--- config.mk ---
export PLATFORM = sky130hd
export DESIGN_NAME = inst_issue_queue_flat
export DESIGN_NICKNAME = d
export VERILOG_FILES = /design/src/rtl/inst_issue_queue_if.sv /design/src/rtl/inst_issue_queue.sv /design/src/flat_wrapper.sv
export SDC_FILE = /design/constraint.sdc
export NUM_CORES = 1
export LEC_CHECK = 0
export CAP_MARGIN = 20
export CORE_ASPECT_RATIO = 1.25
export CORE_UTILIZATION = 60
export DETAILED_ROUTE_END_ITERATION = 8
export PLACE_DENSITY = 0.85
export SKIP_LAST_GASP = 1
export SYNTH_ARGS = -nofsm -noshare
export SYNTH_HDL_FRONTEND = slang
export SYNTH_SLANG_ARGS = --single-unit
--- constraint.sdc ---
create_clock -name clk -period 14.1 [get_ports clk]
set_input_delay 2.82 -clock clk [delete_from_list [all_inputs] [get_ports clk]]
set_output_delay 2.82 -clock clk [all_outputs]
set_load 0.05 [all_outputs]
--- src/rtl/inst_issue_queue_if.sv ---
// Handshake bundle between the host, the instruction issue queue and the
// NPU control unit.
//   host side   : h2f_io, h2f_write, h2f_flush -> queue; f2h_status <- queue
//   control side: inst, inst_valid -> control unit; inst_ready, inst_done <- control unit
//   observation : queue_empty, queue_full
// master = environment (host + control unit), slave = issue queue.
interface inst_issue_queue_if #(
  parameter int unsigned WIDTH = 32
);
  logic [WIDTH-1:0] h2f_io;
  logic             h2f_write;
  logic             h2f_flush;
  logic [31:0]      f2h_status;
  logic [WIDTH-1:0] inst;
  logic             inst_valid;
  logic             inst_ready;
  logic             inst_done;
  logic             queue_empty;
  logic             queue_full;

  modport master (
    output h2f_io, h2f_write, h2f_flush, inst_ready, inst_done,
    input  f2h_status, inst, inst_valid, queue_empty, queue_full
  );

  modport slave (
    input  h2f_io, h2f_write, h2f_flush, inst_ready, inst_done,
    output f2h_status, inst, inst_valid, queue_empty, queue_full
  );
endinterface

--- src/rtl/inst_issue_queue.sv ---
// Host-to-NPU instruction buffer: host words are queued in a FIFO and issued
// one at a time to the control unit, waiting for inst_done between issues.
//   clk, rst : clock, synchronous active-high reset
//   bus      : inst_issue_queue_if.slave (host write/flush/status, issue handshake,
//              empty/full flags)
module inst_issue_queue #(
  parameter int unsigned DEPTH = 16,
  parameter int unsigned WIDTH = 32
) (
  input  logic              clk,
  input  logic              rst,
  inst_issue_queue_if.slave bus
);

  localparam int unsigned CNT_W = $clog2(DEPTH) + 1;
  localparam int unsigned PTR_W = $clog2(DEPTH);

  typedef enum logic [1:0] {
    S_IDLE  = 2'd0,
    S_ISSUE = 2'd1,
    S_WAIT  = 2'd2
  } state_t;

  state_t           state_q, state_d;
  logic [WIDTH-1:0] mem [DEPTH];
  logic [PTR_W-1:0] wr_ptr_q, rd_ptr_q;
  logic [CNT_W-1:0] count_q;
  logic             overflow_q;
  logic [15:0]      issue_cnt_q;
  logic [WIDTH-1:0] inst_q, inst_d;
  logic             inst_valid_q, inst_valid_d;
  logic [31:0]      status_q;
  logic             push_c, pop_c, issue_c, empty_c, full_c;

  assign empty_c = (count_q == CNT_W'(0));
  assign full_c  = (count_q == CNT_W'(DEPTH));

  // State register
  always_ff @(posedge clk) begin
    if (rst) state_q <= S_IDLE;
    else     state_q <= state_d;
  end

  // Next state, issue outputs and FIFO push/pop decisions; flush overrides all
  always_comb begin
    state_d      = state_q;
    inst_d       = inst_q;
    inst_valid_d = inst_valid_q;
    pop_c        = 1'b0;
    issue_c      = 1'b0;
    if (bus.h2f_flush) begin
      if (state_q == S_ISSUE) begin
        state_d      = S_IDLE;
        inst_valid_d = 1'b0;
      end
    end else begin
      case (state_q)
        S_IDLE: begin
          if (!empty_c) begin
            state_d      = S_ISSUE;
            inst_d       = mem[rd_ptr_q];
            inst_valid_d = 1'b1;
          end
        end
        S_ISSUE: begin
          if (bus.inst_ready) begin
            state_d      = S_WAIT;
            inst_valid_d = 1'b0;
            pop_c        = 1'b1;
            issue_c      = 1'b1;
          end
        end
        S_WAIT: begin
          if (bus.inst_done) state_d = S_IDLE;
        end
        default: begin
          state_d      = S_IDLE;
          inst_valid_d = 1'b0;
        end
      endcase
    end
    // A pop frees the slot this cycle, so a full queue can still accept
    push_c = bus.h2f_write && !bus.h2f_flush && (!full_c || pop_c);
  end

  // Pointers, occupancy, sticky overflow, issue counter and status snapshot
  always_ff @(posedge clk) begin
    if (rst) begin
      wr_ptr_q     <= '0;
      rd_ptr_q     <= '0;
      count_q      <= '0;
      overflow_q   <= 1'b0;
      issue_cnt_q  <= '0;
      inst_q       <= '0;
      inst_valid_q <= 1'b0;
      status_q     <= 32'h0000_0100;
    end else begin
      status_q     <= {issue_cnt_q, 3'b000, state_q, overflow_q, full_c, empty_c,
                       8'(count_q)};
      inst_q       <= inst_d;
      inst_valid_q <= inst_valid_d;
      if (issue_c) issue_cnt_q <= issue_cnt_q + 16'd1;
      if (bus.h2f_flush) begin
        wr_ptr_q   <= '0;
        rd_ptr_q   <= '0;
        count_q    <= '0;
        overflow_q <= 1'b0;
      end else begin
        if (push_c) wr_ptr_q <= wr_ptr_q + PTR_W'(1);
        if (pop_c)  rd_ptr_q <= rd_ptr_q + PTR_W'(1);
        if (push_c && !pop_c)      count_q <= count_q + CNT_W'(1);
        else if (pop_c && !push_c) count_q <= count_q - CNT_W'(1);
        if (bus.h2f_write && !push_c) overflow_q <= 1'b1;
      end
    end
  end

  // FIFO storage, not reset
  always_ff @(posedge clk) begin
    if (push_c) mem[wr_ptr_q] <= bus.h2f_io;
  end

  assign bus.inst        = inst_q;
  assign bus.inst_valid  = inst_valid_q;
  assign bus.f2h_status  = status_q;
  assign bus.queue_empty = empty_c;
  assign bus.queue_full  = full_c;

endmodule

--- src/flat_wrapper.sv ---
// flat-port wrapper written by rule: the top's interface ports become plain ports
module inst_issue_queue_flat 
#(
  parameter int unsigned DEPTH = 16,
  parameter int unsigned WIDTH = 32
)
  (clk, rst, bus_h2f_io, bus_h2f_write, bus_h2f_flush, bus_inst_ready, bus_inst_done, bus_f2h_status, bus_inst, bus_inst_valid, bus_queue_empty, bus_queue_full);
  inst_issue_queue_if #(.WIDTH(WIDTH)) bus_i ();
  input  logic clk;
  input  logic rst;
  input wire logic [$bits(bus_i.h2f_io)-1:0] bus_h2f_io;
  input wire logic [$bits(bus_i.h2f_write)-1:0] bus_h2f_write;
  input wire logic [$bits(bus_i.h2f_flush)-1:0] bus_h2f_flush;
  input wire logic [$bits(bus_i.inst_ready)-1:0] bus_inst_ready;
  input wire logic [$bits(bus_i.inst_done)-1:0] bus_inst_done;
  output wire logic [$bits(bus_i.f2h_status)-1:0] bus_f2h_status;
  output wire logic [$bits(bus_i.inst)-1:0] bus_inst;
  output wire logic [$bits(bus_i.inst_valid)-1:0] bus_inst_valid;
  output wire logic [$bits(bus_i.queue_empty)-1:0] bus_queue_empty;
  output wire logic [$bits(bus_i.queue_full)-1:0] bus_queue_full;
  assign bus_i.h2f_io = bus_h2f_io;
  assign bus_i.h2f_write = bus_h2f_write;
  assign bus_i.h2f_flush = bus_h2f_flush;
  assign bus_i.inst_ready = bus_inst_ready;
  assign bus_i.inst_done = bus_inst_done;
  assign bus_f2h_status = bus_i.f2h_status;
  assign bus_inst = bus_i.inst;
  assign bus_inst_valid = bus_i.inst_valid;
  assign bus_queue_empty = bus_i.queue_empty;
  assign bus_queue_full = bus_i.queue_full;
  inst_issue_queue #(.DEPTH(DEPTH), .WIDTH(WIDTH)) u_core (.clk(clk), .rst(rst), .bus(bus_i));
endmodule
Yosys cells after proc, flatten, opt, wreduce, memory -nomap -nowiden --
Memory sizes are Yosys's and may differ from the RTL's. A register that Yosys moved wholly into a read port is not among the register bits. Index checks and enable logic that the tools add are counted. W data, S select, Z words.
Word-level totals: bits in registers 65, bits of input ports 38, bits in writable memories 512, logic and storage cells 60, memories 1
Memories:
- u_core.mem | depth 16, width 32, rd ports 1, clocked after memory_dff 1, write ports 1, RTL line inst_issue_queue.sv:25 | logic [WIDTH-1:0] mem [DEPTH];
Operators by class: add/subtract/negate cells 5, bitwise gates (word level) 2, muxes and demuxes 18, eq/ne operators 8, reduce and logical (&&, ||, !) cells 17
Operators with widths (count):
- $add A16 B1 Y16 const B | 1
- $mux W2 | 5
- $mux W5 | 2
- $mux W1 | 9
- $ne A3 B3 Y1 const B | 3
- $add A4 B1 Y4 const B | 2
- $reduce_and A4 Y1 | 2
- $pmux W2 S3 | 1
- $add A5 B1 Y5 const B | 1
- $eq A5 B5 Y1 const B | 1
- $logic_and A1 B1 Y1 | 5
- $logic_not A5 Y1 | 1
- $sub A5 B1 Y5 const B | 1
- $logic_not A1 Y1 | 4
- $pmux W1 S3 | 1
- $reduce_and A3 Y1 | 1
- $eq A2 B1 Y1 const B | 1
- $eq A2 B2 Y1 const B | 1
- $logic_not A2 Y1 | 1
- $ne A2 B1 Y1 const B | 1
- $ne A2 B2 Y1 const B | 1
- $not A1 Y1 | 2
- $reduce_bool A2 Y1 | 1
- $reduce_or A2 Y1 | 1
- $logic_or A1 B1 Y1 | 1

Logic depth before layout (Yosys ltp) --
Gate-level depths: netlist of run 1.
depth after elaboration 9, depth in mapped cells 11

Worst setup path before layout of run 1 --
Ideal clock, no wire load.
kind input -> register, start in bus_h2f_flush, end mem u_core.mem[0][0], enable pin, setup slack 7.531 ns, required time 13.639 ns, stages 5, library setup time 0.461 ns, path buffers 0, arrival 6.108 ns, cell sequence and4bb_2 -> inv_2 -> a311oi_1 -> nand2_1 -> nor3_1
On the way: cells in the longest elaborated chain, start to end 5
Ends and longest elaborated chain:
- from (decl) | RTL line flat_wrapper.sv:13 | input wire logic [$bits(bus_i.h2f_flush)-1:0] bus_h2f_flush;
- $mux W1 or $logic_not A1 Y1 (tied branches) | RTL line inst_issue_queue.sv:51, inst_issue_queue.sv:83
- $logic_or A1 B1 Y1 or $logic_and A1 B1 Y1 (tied branches) | RTL line inst_issue_queue.sv:83 | push_c = bus.h2f_write && !bus.h2f_flush && (!full_c || pop_c);
- $logic_and A1 B1 Y1 * | RTL line inst_issue_queue.sv:83
- net u_core.push_c | RTL line inst_issue_queue.sv:33 | logic push_c, pop_c, issue_c, empty_c, full_c;
- $mux W1 * | RTL line inst_issue_queue.sv:120 | if (push_c) mem[wr_ptr_q] <= bus.h2f_io;
- $mux W1 (implied by the code) * | RTL line inst_issue_queue.sv:120
- to (decl) | RTL line inst_issue_queue.sv:25
The timed path passes the listed nets; every way through them passes the cells marked *.

Worst setup path after layout of run 1 --
start in bus_h2f_flush, end reg u_core.count_q[4]
On the way: cells in the longest elaborated chain, start to end 6
Ends and longest elaborated chain:
- $mux W1 or $logic_not A1 Y1 (tied branches) | RTL line inst_issue_queue.sv:51, inst_issue_queue.sv:83
- $logic_or A1 B1 Y1 or $logic_and A1 B1 Y1 (tied branches) | RTL line inst_issue_queue.sv:83
- $logic_and A1 B1 Y1 * | RTL line inst_issue_queue.sv:83
- net u_core.push_c | RTL line inst_issue_queue.sv:33
- $logic_not A1 Y1 | RTL line inst_issue_queue.sv:112 | else if (pop_c && !push_c) count_q <= count_q - CNT_W'(1);
- $logic_and A1 B1 Y1 | RTL line inst_issue_queue.sv:112
- $reduce_bool A2 Y1 (no line)
- to (signal assigned) | RTL line inst_issue_queue.sv:111 | if (push_c && !pop_c) count_q <= count_q + CNT_W'(1);
- to (signal assigned) | RTL line inst_issue_queue.sv:112
- to (decl) | RTL line inst_issue_queue.sv:27 | logic [CNT_W-1:0] count_q;
Marks and branches as above. A chain may end at the register's enable or synchronous reset.

==> run_results.csv, run 1 <==
group,metric,value,unit
sta,finalCritPeriodShare,41.9,%
synthesis,synthesis.area_per_instance,20.2,µm²
clock_network,postCtsSetupRepairBufs,0,
hold_path,timing.hold.worst.class,"reg -> reg",
clock_network,clock_tree.buffer_depth,3,
sta,timing.final.ws_setup,8.19,ns
worst_setup_path,worstSetupEndpointType,"register",
die,io_pins,105,
clock_network,cts.htree.levels,2,
finish,syn_to_final_growth,15.4,%
worst_setup_path,worst_setup_path_start_kind,"primary input",
grt,number_of_global_route_vias_before_repair,11900,
finish,layout.area.seq,0.0172,mm²
grt,gr-usage-all-layers,26.0,%
job,total_of_max_cap_violations,0,
place,post_detail_place_hpwl,25100,µm
clock_network,cts_tree,"done",
synthesis,synth.ff_latch_count,603,
synthesis,synth-edff-count,512,
grt,wire_length_of_the_first_global_routing_pass,73000,µm
sta,finalSetupViolations,0,
detailed_routing,viasPerCell,6.53,
power_and_ir_drop,vdd.ir_drop.worst,0.110,mV
power_and_ir_drop,static-leakage-power,8.14,nW
power_and_ir_drop,power.density,132,mW/mm²
finish,finalNetCount,1294,
clock_network,clock-sinks,603,
grt,grt_max_degree,71,
finish,nFillCells,2116,
die,core-area,0.0374,mm²
synthesis,synth_async_sr_flop_share,0,%
sta,finalWorstPathRequiredPeriod,5.91,ns
synthesis,synth_area,0.0228,mm²
sta,maximum_clock_rate,169,MHz
worst_setup_path,crit_path_frequent_cell,"sky130_fd_sc_hd__mux2i_1",
place,pre_cts_ws,7.45,ns
clock_network,cts-resized-gates,0,
worst_setup_path,crit_path_cell_trace,"clkdlybuf4s50_1 -> and4bb_2 -> inv_2 -> a311oi_1 -> ha_1 -> inv_1 -> fa_1 -> a21o_1 -> a21oi_1 -> mux2i_1 -> mux2i_1",
sta,setup_total_negative_slack,0,ns
sta,clock_skew,0.0137,ns
worst_setup_path,crit_path_top_delay_cell,"sky130_fd_sc_hd__a311oi_1",
synthesis,dominantRegCellSynth,"sky130_fd_sc_hd__edfxtp_1",
detailed_routing,postRouteWirelength,49700,µm
grt,grt.overflow.total,0,
detailed_routing,wl_per_cell,28.0,µm
worst_setup_path,timing.critical_path.required,14.62,ns
grt,antenna_violations_before_repair,0,
worst_setup_path,cp_max_fo,12,
clock_network,cts-buffers-inserted,52,
worst_setup_path,cp_slowest_stage_delay,0.66,ns
clock_network,cts_root_buffer,"sky130_fd_sc_hd__clkbuf_16",
place,globalplace.congestion,0.771,
synthesis,yosysSeqAreaShare,75.3,%
clock_network,clkTransAtPathRegs,0.07,ns
sta,max-slew-margin-rel,30.2,%
die,fp.dieArea,0.0388,mm²
clock_network,cts_hold_buf,0,
die,initial_core_util,61.1,%
detailed_routing,first_pass_iters,5,
finish,multi_input_area,0.00540,mm²
sta,worst_slew_pin_slew,1.05,ns
detailed_routing,drt_first_iter_violations,1137,
status,outcome,"completed",
die,die_x,176,µm
finish,drive_above_1_share,23.0,%
synthesis,syn-instance-count,1131,
sta,final_hold_violation_count,0,
detailed_routing,dr_total_vias,11600,
finish,diodes,0,
detailed_routing,post_detailed_route_drc_marker_count,0,
detailed_routing,antenna_violating_nets_post_route,0,
die,row_count,79,
sta,grt_setup_unrepaired,"false",
synthesis,synthesis.yosys.warnings,0,
worst_setup_path,timing.setup.critical_path_class,"in -> reg",
die,die_h,220,µm
synthesis,ys_types,42,
sta,timing_max_transition_violations_final,0,
worst_setup_path,crit_arrival,6.42,ns
place,place.port_buffers,98,
clock_network,clock_insertion_delay_at_the_later_pin_of_the_skew_report,0.59,ns
critical path, delay by kind of cell:
kind                     cells  cell delay, ns
AO/OA/AOI/OAI                3            1.01
AND/OR/NAND/NOR              1            0.58
multiplexers                 2            0.45
buffers and inverters        3            0.86
adder cells (fa/ha/maj)      2            0.71
per-stage QoR:
step	hold WS [ns]	cells	util, %	total power, mW	area (µm²)
6_report	0.467	1775	70.5	3.49	26300
5_1_grt	0.489	1775	70.5	3.57	26300
4_1_cts	0.465	1764	69.8	3.50	26100
3_5_place_dp	0.453	1666	65.3	2.12	24400
3_3_place_gp	0.455	1663	65.1	2.12	24300
2_1_floorplan	0.429	1136	-	2.06	22800
where the power goes:
| part | switching, mW | leakage (nW) | internal [mW] |
|---|---|---|---|
| clock | 0.621 | 0.828 | 0.778 |
| combinational | 0.0888 | 1.96 | 0.0444 |
| sequential | 0.00963 | 5.35 | 1.95 |
logic make-up (layout without fill, tap and decap cells):
logic type	count (synthesis)	count (layout)	synth area share, %
compound gates	61	61	2.24
xor+xnor	15	15	0.576
fa+ha+maj	11	11	0.636
buf+inv	77	230	1.66
flops	603	603	75.3
mux	201	201	16.0
other cells	1	6	0.0164
simple gates	162	162	3.51
worst paths after layout:
kind                                                     startpoint                                   end  slack, ns  cells past startpoint
worst min-delay path            u_core.issue_cnt_q[14]$_SDFFE_PP0P_  u_core.bus.f2h_status[30]$_SDFF_PP0_       0.47                      2
worst max-delay path                                  bus_h2f_flush        u_core.count_q[4]$_SDFFE_PP0P_       8.19                     11
worst max register to register      u_core.rd_ptr_q[0]$_SDFFE_PP0P_       u_core.bus.inst[1]$_SDFFE_PP0P_      10.01                      6
worst min register to register  u_core.issue_cnt_q[14]$_SDFFE_PP0P_  u_core.bus.f2h_status[30]$_SDFF_PP0_       0.47                      2
flip-flops by register name, indices dropped and copies added (netlist names):
register               flops
u_core.bus.f2h_status     26
u_core.bus.inst           32
u_core.bus.inst_valid      1
u_core.count_q             5
u_core.issue_cnt_q        16
u_core.mem               512
u_core.overflow_q          1
u_core.rd_ptr_q            4
u_core.state_q             2
u_core.wr_ptr_q            4
metal layers:
layer | track usage (%) | wire, µm | up-vias
met1 | 32.8 | 18200 | 5977
met5 | 0 | 0 | -
met3 | 4.50 | 3420 | 133
met2 | 43.7 | 26100 | 663
li1 | - | - | 4821
met4 | 13.4 | 2010 | 0
synth_stat cells, types with 13 or more instances:
master / number / share of area [%]
sky130_fd_sc_hd__edfxtp_1: 512 / 67
sky130_fd_sc_hd__mux4_2: 128 / 13
sky130_fd_sc_hd__dfxtp_1: 91 / 8.0
sky130_fd_sc_hd__nor2_1: 47 / 0.77
sky130_fd_sc_hd__nor3_1: 42 / 0.92
sky130_fd_sc_hd__mux2i_1: 37 / 1.6
sky130_fd_sc_hd__mux2_2: 36 / 1.8
sky130_fd_sc_hd__a221o_1: 32 / 1.4
sky130_fd_sc_hd__clkbuf_1: 29 / 0.48
sky130_fd_sc_hd__nor2b_1: 24 / 0.66
sky130_fd_sc_hd__buf_2: 20 / 0.44
sky130_fd_sc_hd__nand2_1: 20 / 0.33
sky130_fd_sc_hd__a21oi_1: 13 / 0.29
layout by cell type, fill, tap and decap left out, types with 7 or more instances in the layout:
cell type / count
sky130_fd_sc_hd__clkbuf_1: 13
sky130_fd_sc_hd__ha_1: 10
sky130_fd_sc_hd__nor2_4: 14
sky130_fd_sc_hd__clkbuf_16: 54
sky130_fd_sc_hd__buf_4: 11
sky130_fd_sc_hd__nor3_1: 38
sky130_fd_sc_hd__xor2_1: 8
sky130_fd_sc_hd__mux2_2: 36
sky130_fd_sc_hd__a21oi_1: 13
sky130_fd_sc_hd__xnor2_1: 7
sky130_fd_sc_hd__mux4_2: 128
sky130_fd_sc_hd__mux2i_1: 37
sky130_fd_sc_hd__o21ai_0: 7
sky130_fd_sc_hd__clkdlybuf4s50_1: 98
sky130_fd_sc_hd__nor2b_1: 24
sky130_fd_sc_hd__edfxtp_1: 512
sky130_fd_sc_hd__nand2_1: 20
sky130_fd_sc_hd__inv_1: 8
sky130_fd_sc_hd__clkbuf_8: 7
sky130_fd_sc_hd__dfxtp_1: 88
sky130_fd_sc_hd__nor2_1: 33
sky130_fd_sc_hd__clkinv_2: 12
sky130_fd_sc_hd__a221o_1: 32
sky130_fd_sc_hd__buf_16: 11
final cells by class:
class,count,share of cell area [%]
Sequential cell,603,65.3
Tap cell,486,2.31
Inverter,9,0.128
Multi-Input combinational cell,456,20.5
Clock buffer,74,5.68
Timing Repair Buffer,123,5.41
Clock inverter,24,0.684
Note: power is estimated with default switching activity, not from simulation.
==> run 2, diff against run 1 <==
--- a/config.mk
+++ b/config.mk
@@ -7,9 +7,9 @@
 export LEC_CHECK = 0
 export CAP_MARGIN = 20
 export CORE_ASPECT_RATIO = 1.25
-export CORE_UTILIZATION = 60
+export CORE_UTILIZATION = 54
 export DETAILED_ROUTE_END_ITERATION = 8
-export PLACE_DENSITY = 0.85
+export PLACE_DENSITY = 0.81
 export SKIP_LAST_GASP = 1
 export SYNTH_ARGS = -nofsm -noshare
 export SYNTH_HDL_FRONTEND = slang
==> constraint.sdc (replaced) <==
create_clock -name clk -period 5.4 [get_ports clk]
set_input_delay 1.08 -clock clk [delete_from_list [all_inputs] [get_ports clk]]
set_output_delay 1.08 -clock clk [all_outputs]
set_load 0.05 [all_outputs]
==> run 2 against run 1 <==
Routed wire length is 5.5% lower. Critical path depth is 4 lower. Hold slack worse by 0.0098 ns. Flip-flop and latch count stayed put. Non-clock buffer count is 6 higher. Combinational power grew to 2.6 times the previous value. Total power grew to 2.6 times the previous value. Register-to-register slack worse by 8.3 ns.
==> run_results.csv, run 2 (same netlist as run 1, synthesis figures left out) <==
group,metric,value,unit
detailed_routing,met1Wirelength,17800,µm
worst_setup_path,timing.critical_path.required,5.65,ns
finish,final_cell_mix,"sky130_fd_sc_hd__edfxtp_1 (512), sky130_fd_sc_hd__mux4_2 (128), sky130_fd_sc_hd__clkdlybuf4s50_1 (98), sky130_fd_sc_hd__dfxtp_1 (88), sky130_fd_sc_hd__clkbuf_16 (53)",
finish,syn_to_final_growth,15.4,%
job,total_of_max_cap_violations,0,
sta,max-slew-margin-rel,24.5,%
grt,wire_length_of_the_first_global_routing_pass,70800,µm
finish,register_containing_the_most_flip_flops_in_the_final_layout,"u_core.mem",
die,die_x,186,µm
sta,grt_setup_unrepaired,"false",
clock_network,clkTransAtPathRegs,0.06,ns
grt,antenna_violations_before_repair,0,
sta,timing_max_transition_violations_final,0,
grt,gr-usage-all-layers,22.5,%
worst_setup_path,worstSetupEndpointType,"register",
worst_setup_path,crit_path_top_delay_cell,"sky130_fd_sc_hd__a311oi_1",
die,io_pins,105,
worst_setup_path,cp_max_fo,17,
power_and_ir_drop,power.density,348,mW/mm²
worst_setup_path,worst_setup_path_start_kind,"primary input",
finish,drive_above_1_share,23.1,%
detailed_routing,postRouteWirelength,47000,µm
sta,worst_slew_pin_slew,1.13,ns
grt,grt.overflow.total,0,
sta,clock_skew,0.0185,ns
finish,commonest_non_fill_non_tap_cell_in_the_layout,"sky130_fd_sc_hd__edfxtp_1",
detailed_routing,first_pass_iters,5,
place,place.port_buffers,98,
clock_network,cts.htree.levels,2,
detailed_routing,drt_first_iter_violations,913,
detailed_routing,wl_per_cell,25.5,µm
finish,diodes,0,
worst_setup_path,timing.setup.critical_path_class,"in -> reg",
die,core-area,0.0413,mm²
detailed_routing,route.met3.wl,2770,µm
status,outcome,"completed",
place,dpl-instance-area,0.0246,mm²
die,fp.dieArea,0.0431,mm²
worst_setup_path,cp_slowest_stage_delay,0.81,ns
sta,setup_total_negative_slack,0,ns
finish,largest_register_ffs,512,
clock_network,cts-buffers-inserted,51,
detailed_routing,antenna_violating_nets_post_route,0,
sta,final_hold_violation_count,0,
place,post_detail_place_hpwl,26700,µm
worst_setup_path,crit_path_cell_trace,"clkdlybuf4s50_1 -> and4bb_2 -> inv_2 -> a311oi_1 -> nand2_1 -> nor2_4 -> buf_4",
power_and_ir_drop,static-leakage-power,8.12,nW
clock_network,cts-resized-gates,0,
detailed_routing,met2WireLength,24800,µm
clock_network,postCtsSetupRepairBufs,0,
sta,finalSetupViolations,0,
detailed_routing,viasPerCell,6.02,
finish,finalNetCount,1299,
finish,nFillCells,2733,
clock_network,clock-sinks,603,
power_and_ir_drop,vdd.ir_drop.worst,0.256,mV
detailed_routing,post_detailed_route_drc_marker_count,0,
place,globalplace.congestion,0.766,
clock_network,clock_tree.buffer_depth,3,
clock_network,clock_insertion_delay_at_the_later_pin_of_the_skew_report,0.58,ns
detailed_routing,dr_total_vias,11100,
clock_network,cts_tree,"done",
worst_setup_path,crit_arrival,4.70,ns
die,row_count,83,
grt,number_of_global_route_vias_before_repair,11800,
detailed_routing,top_routing_layer_in_use,"met4",
sta,finalCritPeriodShare,82.4,%
die,die_h,232,µm
worst_setup_path,worst_path_dominant_cell_family,"simple AND/OR/NAND/NOR gates",
sta,finalWorstPathRequiredPeriod,4.45,ns
hold_path,timing.hold.worst.class,"reg -> reg",
clock_network,cts_root_buffer,"sky130_fd_sc_hd__clkbuf_16",
finish,post-route-cell-area,0.0263,mm²
worst_setup_path,critical_path.n_buffers_inverters,3,
die,initial_core_util,55.2,%
sta,maximum_clock_rate,225,MHz
grt,grt_max_degree,82,
clock_network,cts_hold_buf,0,
## run 2: cell types whose count changed in the layout (fill, tap and decap cells not counted), moves of 3 or more
cell and change:
sky130_fd_sc_hd__buf_12 +4, sky130_fd_sc_hd__buf_16 -10, sky130_fd_sc_hd__buf_4 +12, sky130_fd_sc_hd__bufinv_16 +4
sky130_fd_sc_hd__clkbuf_8 -5, sky130_fd_sc_hd__clkinv_2 -6, sky130_fd_sc_hd__inv_6 -3
## run 2: path summary, 6_finish.rpt
check / from / end / slack (ns) / cells after the start
worst max-delay path: bus_h2f_flush / u_core.mem[8][6]$_DFFE_PP_ / 0.95 / 7
worst min-delay path: u_core.overflow_q$_SDFFE_PP0P_ / u_core.overflow_q$_SDFFE_PP0P_ / 0.46 / 2
worst max register to register: u_core.state_q[0]$_SDFFE_PP0P_ / u_core.mem[8][6]$_DFFE_PP_ / 1.68 / 6
worst min register to register: u_core.overflow_q$_SDFFE_PP0P_ / u_core.overflow_q$_SDFFE_PP0P_ / 0.46 / 2
## run 2: worst min-delay path: stages (launching register included)
cell                      delay [ns]
sky130_fd_sc_hd__dfxtp_1        0.32
sky130_fd_sc_hd__a31oi_1        0.04
sky130_fd_sc_hd__nor2_1         0.06
## run 2: through the flow
| stage | util [%] | power (mW) | worst slack [ns] | instances | hold slack, ns |
|---|---|---|---|---|---|
| floorplan | - | 5.39 | 0.571 | 1136 | 0.429 |
| global placement | 59.6 | 5.54 | 0.606 | 1748 | 0.442 |
| detailed placement | 59.6 | 5.55 | 0.597 | 1748 | 0.450 |
| CTS | 63.7 | 9.20 | 1.05 | 1841 | 0.463 |
| global route | 63.7 | 9.38 | 0.804 | 1842 | 0.487 |
| finish | 63.7 | 9.15 | 0.951 | 1842 | 0.458 |
## run 2: where the power goes
group | leakage (nW) | switching (mW) | internal [mW]
sequential | 5.35 | 0.0243 | 5.08
clock | 0.821 | 1.58 | 2.12
combinational | 1.95 | 0.228 | 0.117
total | 8.12 | 1.83 | 7.32
## run 2: cell type report
cell class / count / area, µm² / share of cell area [%]
Tap cell: 552 / 691 / 2.62
Timing Repair Buffer: 129 / 1320 / 5.02
Inverter: 9 / 33.8 / 0.128
Sequential cell: 603 / 17200 / 65.3
Clock buffer: 69 / 1410 / 5.36
Multi-Input combinational cell: 456 / 5400 / 20.5
Clock inverter: 24 / 277 / 1.05
## run 2: per-layer routing
| metal | GRT usage (%) | vias to the layer above |
|---|---|---|
| met2 | 39.3 | 442 |
| met5 | 0 | - |
| met1 | 28.4 | 5741 |
| met3 | 3.04 | 100 |
| li1 | - | 4813 |
| met4 | 8.71 | 0 |
==> run 3, diff against run 2 <==
==> constraint.sdc (replaced) <==
create_clock -name clk -period 3.9 [get_ports clk]
set_input_delay 0.78 -clock clk [delete_from_list [all_inputs] [get_ports clk]]
set_output_delay 0.78 -clock clk [all_outputs]
set_load 0.05 [all_outputs]
==> run 3 against run 2 <==
Register-to-register slack lost 0.53 ns. Die area is the same. Total power grew 40%. Clock power grew 43%. Via count grew 3.1%. Largest power group unchanged. Hold slack gained 0.020 ns. Setup slack lost 0.39 ns. Critical path type is now reg -> out. Cell count grew 0.71%. Clock skew grew 0.011 ns. Sequential share of layout area shrank 0.64 points. Combinational power grew 39%. Routed wire length grew 1.9%.
==> run_results.csv, run 3 (same netlist as run 1, synthesis figures left out) <==
group,metric,value,unit
status,outcome,"completed",
finish,diodes,0,
detailed_routing,first_pass_iters,5,
worst_setup_path,crit_path_cell_trace,"or4_4 -> nor2_1 -> clkdlybuf4s50_1",
worst_setup_path,cp_slowest_stage_delay,0.83,ns
detailed_routing,viasPerCell,6.17,
detailed_routing,postRouteWirelength,47900,µm
clock_network,cts_root_buffer,"sky130_fd_sc_hd__clkbuf_16",
clock_network,cts.htree.levels,2,
clock_network,clock-sinks,603,
grt,grt.overflow.total,0,
power_and_ir_drop,static-leakage-power,8.22,nW
die,die_x,186,µm
sta,max-slew-margin-rel,34.1,%
place,place.port_buffers,98,
grt,wire_length_of_the_first_global_routing_pass,71400,µm
hold_path,depth_of_the_worst_hold_timing_path,2,
detailed_routing,post_detailed_route_drc_marker_count,0,
worst_setup_path,crit_path_start,"u_core.count_q[0]$_SDFFE_PP0P_",
clock_network,clkTransAtPathRegs,0.06,ns
grt,antenna_violations_before_repair,0,
hold_path,timing.hold.worst.class,"reg -> reg",
worst_setup_path,worstSetupEndpointType,"output pin",
sta,finalWorstPathRequiredPeriod,3.34,ns
clock_network,cts-buffers-inserted,51,
clock_network,cts_tree,"done",
die,initial_core_util,55.2,%
die,io_pins,105,
sta,setup_total_negative_slack,0,ns
worst_setup_path,crit_arrival,2.56,ns
place,post_detail_place_hpwl,25800,µm
worst_setup_path,rrSetupSlack,1.15,ns
clock_network,clock_insertion_delay_at_the_later_pin_of_the_skew_report,0.58,ns
clock_network,cts_hold_buf,0,
job,total_of_max_cap_violations,0,
worst_setup_path,timing.setup.critical_path_class,"reg -> out",
sta,finalCritPeriodShare,85.7,%
power_and_ir_drop,power.density,482,mW/mm²
detailed_routing,dr_total_vias,11400,
finish,finalNetCount,1312,
worst_setup_path,reg2reg_to,"u_core.count_q[4]$_SDFFE_PP0P_",
finish,final_cell_mix,"sky130_fd_sc_hd__edfxtp_1 (512), sky130_fd_sc_hd__mux4_2 (128), sky130_fd_sc_hd__clkdlybuf4s50_1 (98), sky130_fd_sc_hd__dfxtp_1 (88), sky130_fd_sc_hd__clkbuf_16 (51)",
clock_network,clock_tree.buffer_depth,3,
power_and_ir_drop,vdd.ir_drop.worst,0.379,mV
die,core-area,0.0413,mm²
power_and_ir_drop,total_power,12.8,mW
finish,register_containing_the_most_flip_flops_in_the_final_layout,"u_core.mem",
detailed_routing,antenna_violating_nets_post_route,0,
clock_network,cts-resized-gates,0,
finish,largest_register_ffs,512,
finish,commonest_non_fill_non_tap_cell_in_the_layout,"sky130_fd_sc_hd__edfxtp_1",
sta,clock_skew,0.0294,ns
detailed_routing,wl_per_cell,25.8,µm
grt,grt_max_degree,54,
sta,worst_slew_pin_slew,0.986,ns
sta,timing_max_transition_violations_final,0,
finish,syn_to_final_growth,16.5,%
worst_setup_path,worstRegToRegCells,10,
clock_network,postCtsSetupRepairBufs,0,
sta,grt_setup_unrepaired,"false",
worst_setup_path,timing.critical_path.required,3.12,ns
place,globalplace.congestion,0.779,
detailed_routing,drt_first_iter_violations,1216,
grt,gr-usage-all-layers,22.7,%
die,die_h,232,µm
worst_setup_path,crit_path_top_delay_cell,"sky130_fd_sc_hd__clkdlybuf4s50_1",
hold_path,min_from,"u_core.bus.inst_valid$_SDFFE_PP0P_",
die,row_count,83,
sta,maximum_clock_rate,299,MHz
worst_setup_path,worst_setup_path_start_kind,"register",
sta,finalSetupViolations,0,
worst_setup_path,rr_startpoint,"u_core.state_q[0]$_SDFFE_PP0P_",
worst_setup_path,cp_max_fo,6,
hold_path,hold_path_end,"u_core.bus.inst_valid$_SDFFE_PP0P_",
sta,final_hold_violation_count,0,
finish,drive_above_1_share,24.1,%
grt,number_of_global_route_vias_before_repair,11700,
die,fp.dieArea,0.0431,mm²
## run 3: layout make-up
class | instances | area, µm²
flip-flops and latches | 603 | 17200
fillers | 2679 | 14700
multi-input cells | 456 | 5420
repair buffers | 142 | 1510
clock buffers | 73 | 1450
well taps | 552 | 691
clock inverters | 20 | 284
inverters | 9 | 33.8
## run 3: worst max path at each step
stage	to	slack (ns)
2_1_floorplan	u_core.mem[12][0]$_DFFE_PP_	0.22
3_3_place_gp	u_core.count_q[4]$_SDFFE_PP0P_	0.43
3_5_place_dp	u_core.count_q[4]$_SDFFE_PP0P_	0.37
4_1_cts	bus_queue_full	0.51
5_1_grt	bus_queue_full	0.46
6_report	bus_queue_full	0.56
## run 3: where the power goes
group / internal, mW / total [mW] / switching, mW / leakage [nW]
logic: 0.165 / 0.478 / 0.313 / 2.01
registers: 7.03 / 7.07 / 0.0335 / 5.35
clock network: 3.05 / 5.28 / 2.23 / 0.855
## run 3: layer usage
layer | GRT usage [%] | share of wire, % | vias to the layer above
li1 | - | - | 4847
met1 | 29.3 | 38 | 5891
met2 | 38.8 | 52 | 614
met3 | 4.42 | 7.8 | 90
met4 | 7.40 | 2.5 | 0
met5 | 0 | 0 | -
## run 3: metrics by stage
step	cell area (µm²)	worst slack, ns	std cells	utilization (%)	hold slack (ns)
3_5_place_dp	24800	0.370	1760	60.1	0.476
3_3_place_gp	24800	0.429	1760	60.1	0.452
5_1_grt	26600	0.458	1855	64.3	0.499
2_1_floorplan	22900	0.223	1136	-	0.429
4_1_cts	26600	0.512	1853	64.3	0.486
6_report	26600	0.559	1855	64.3	0.478
## run 3: worst max-delay path, delay by kind of cell, from the launching register on
| family | cells | cell delay, ns |
|---|---|---|
| flip-flops | 1 | 0.38 |
| AND/OR/NAND/NOR | 2 | 0.80 |
| buffers and inverters | 1 | 0.83 |
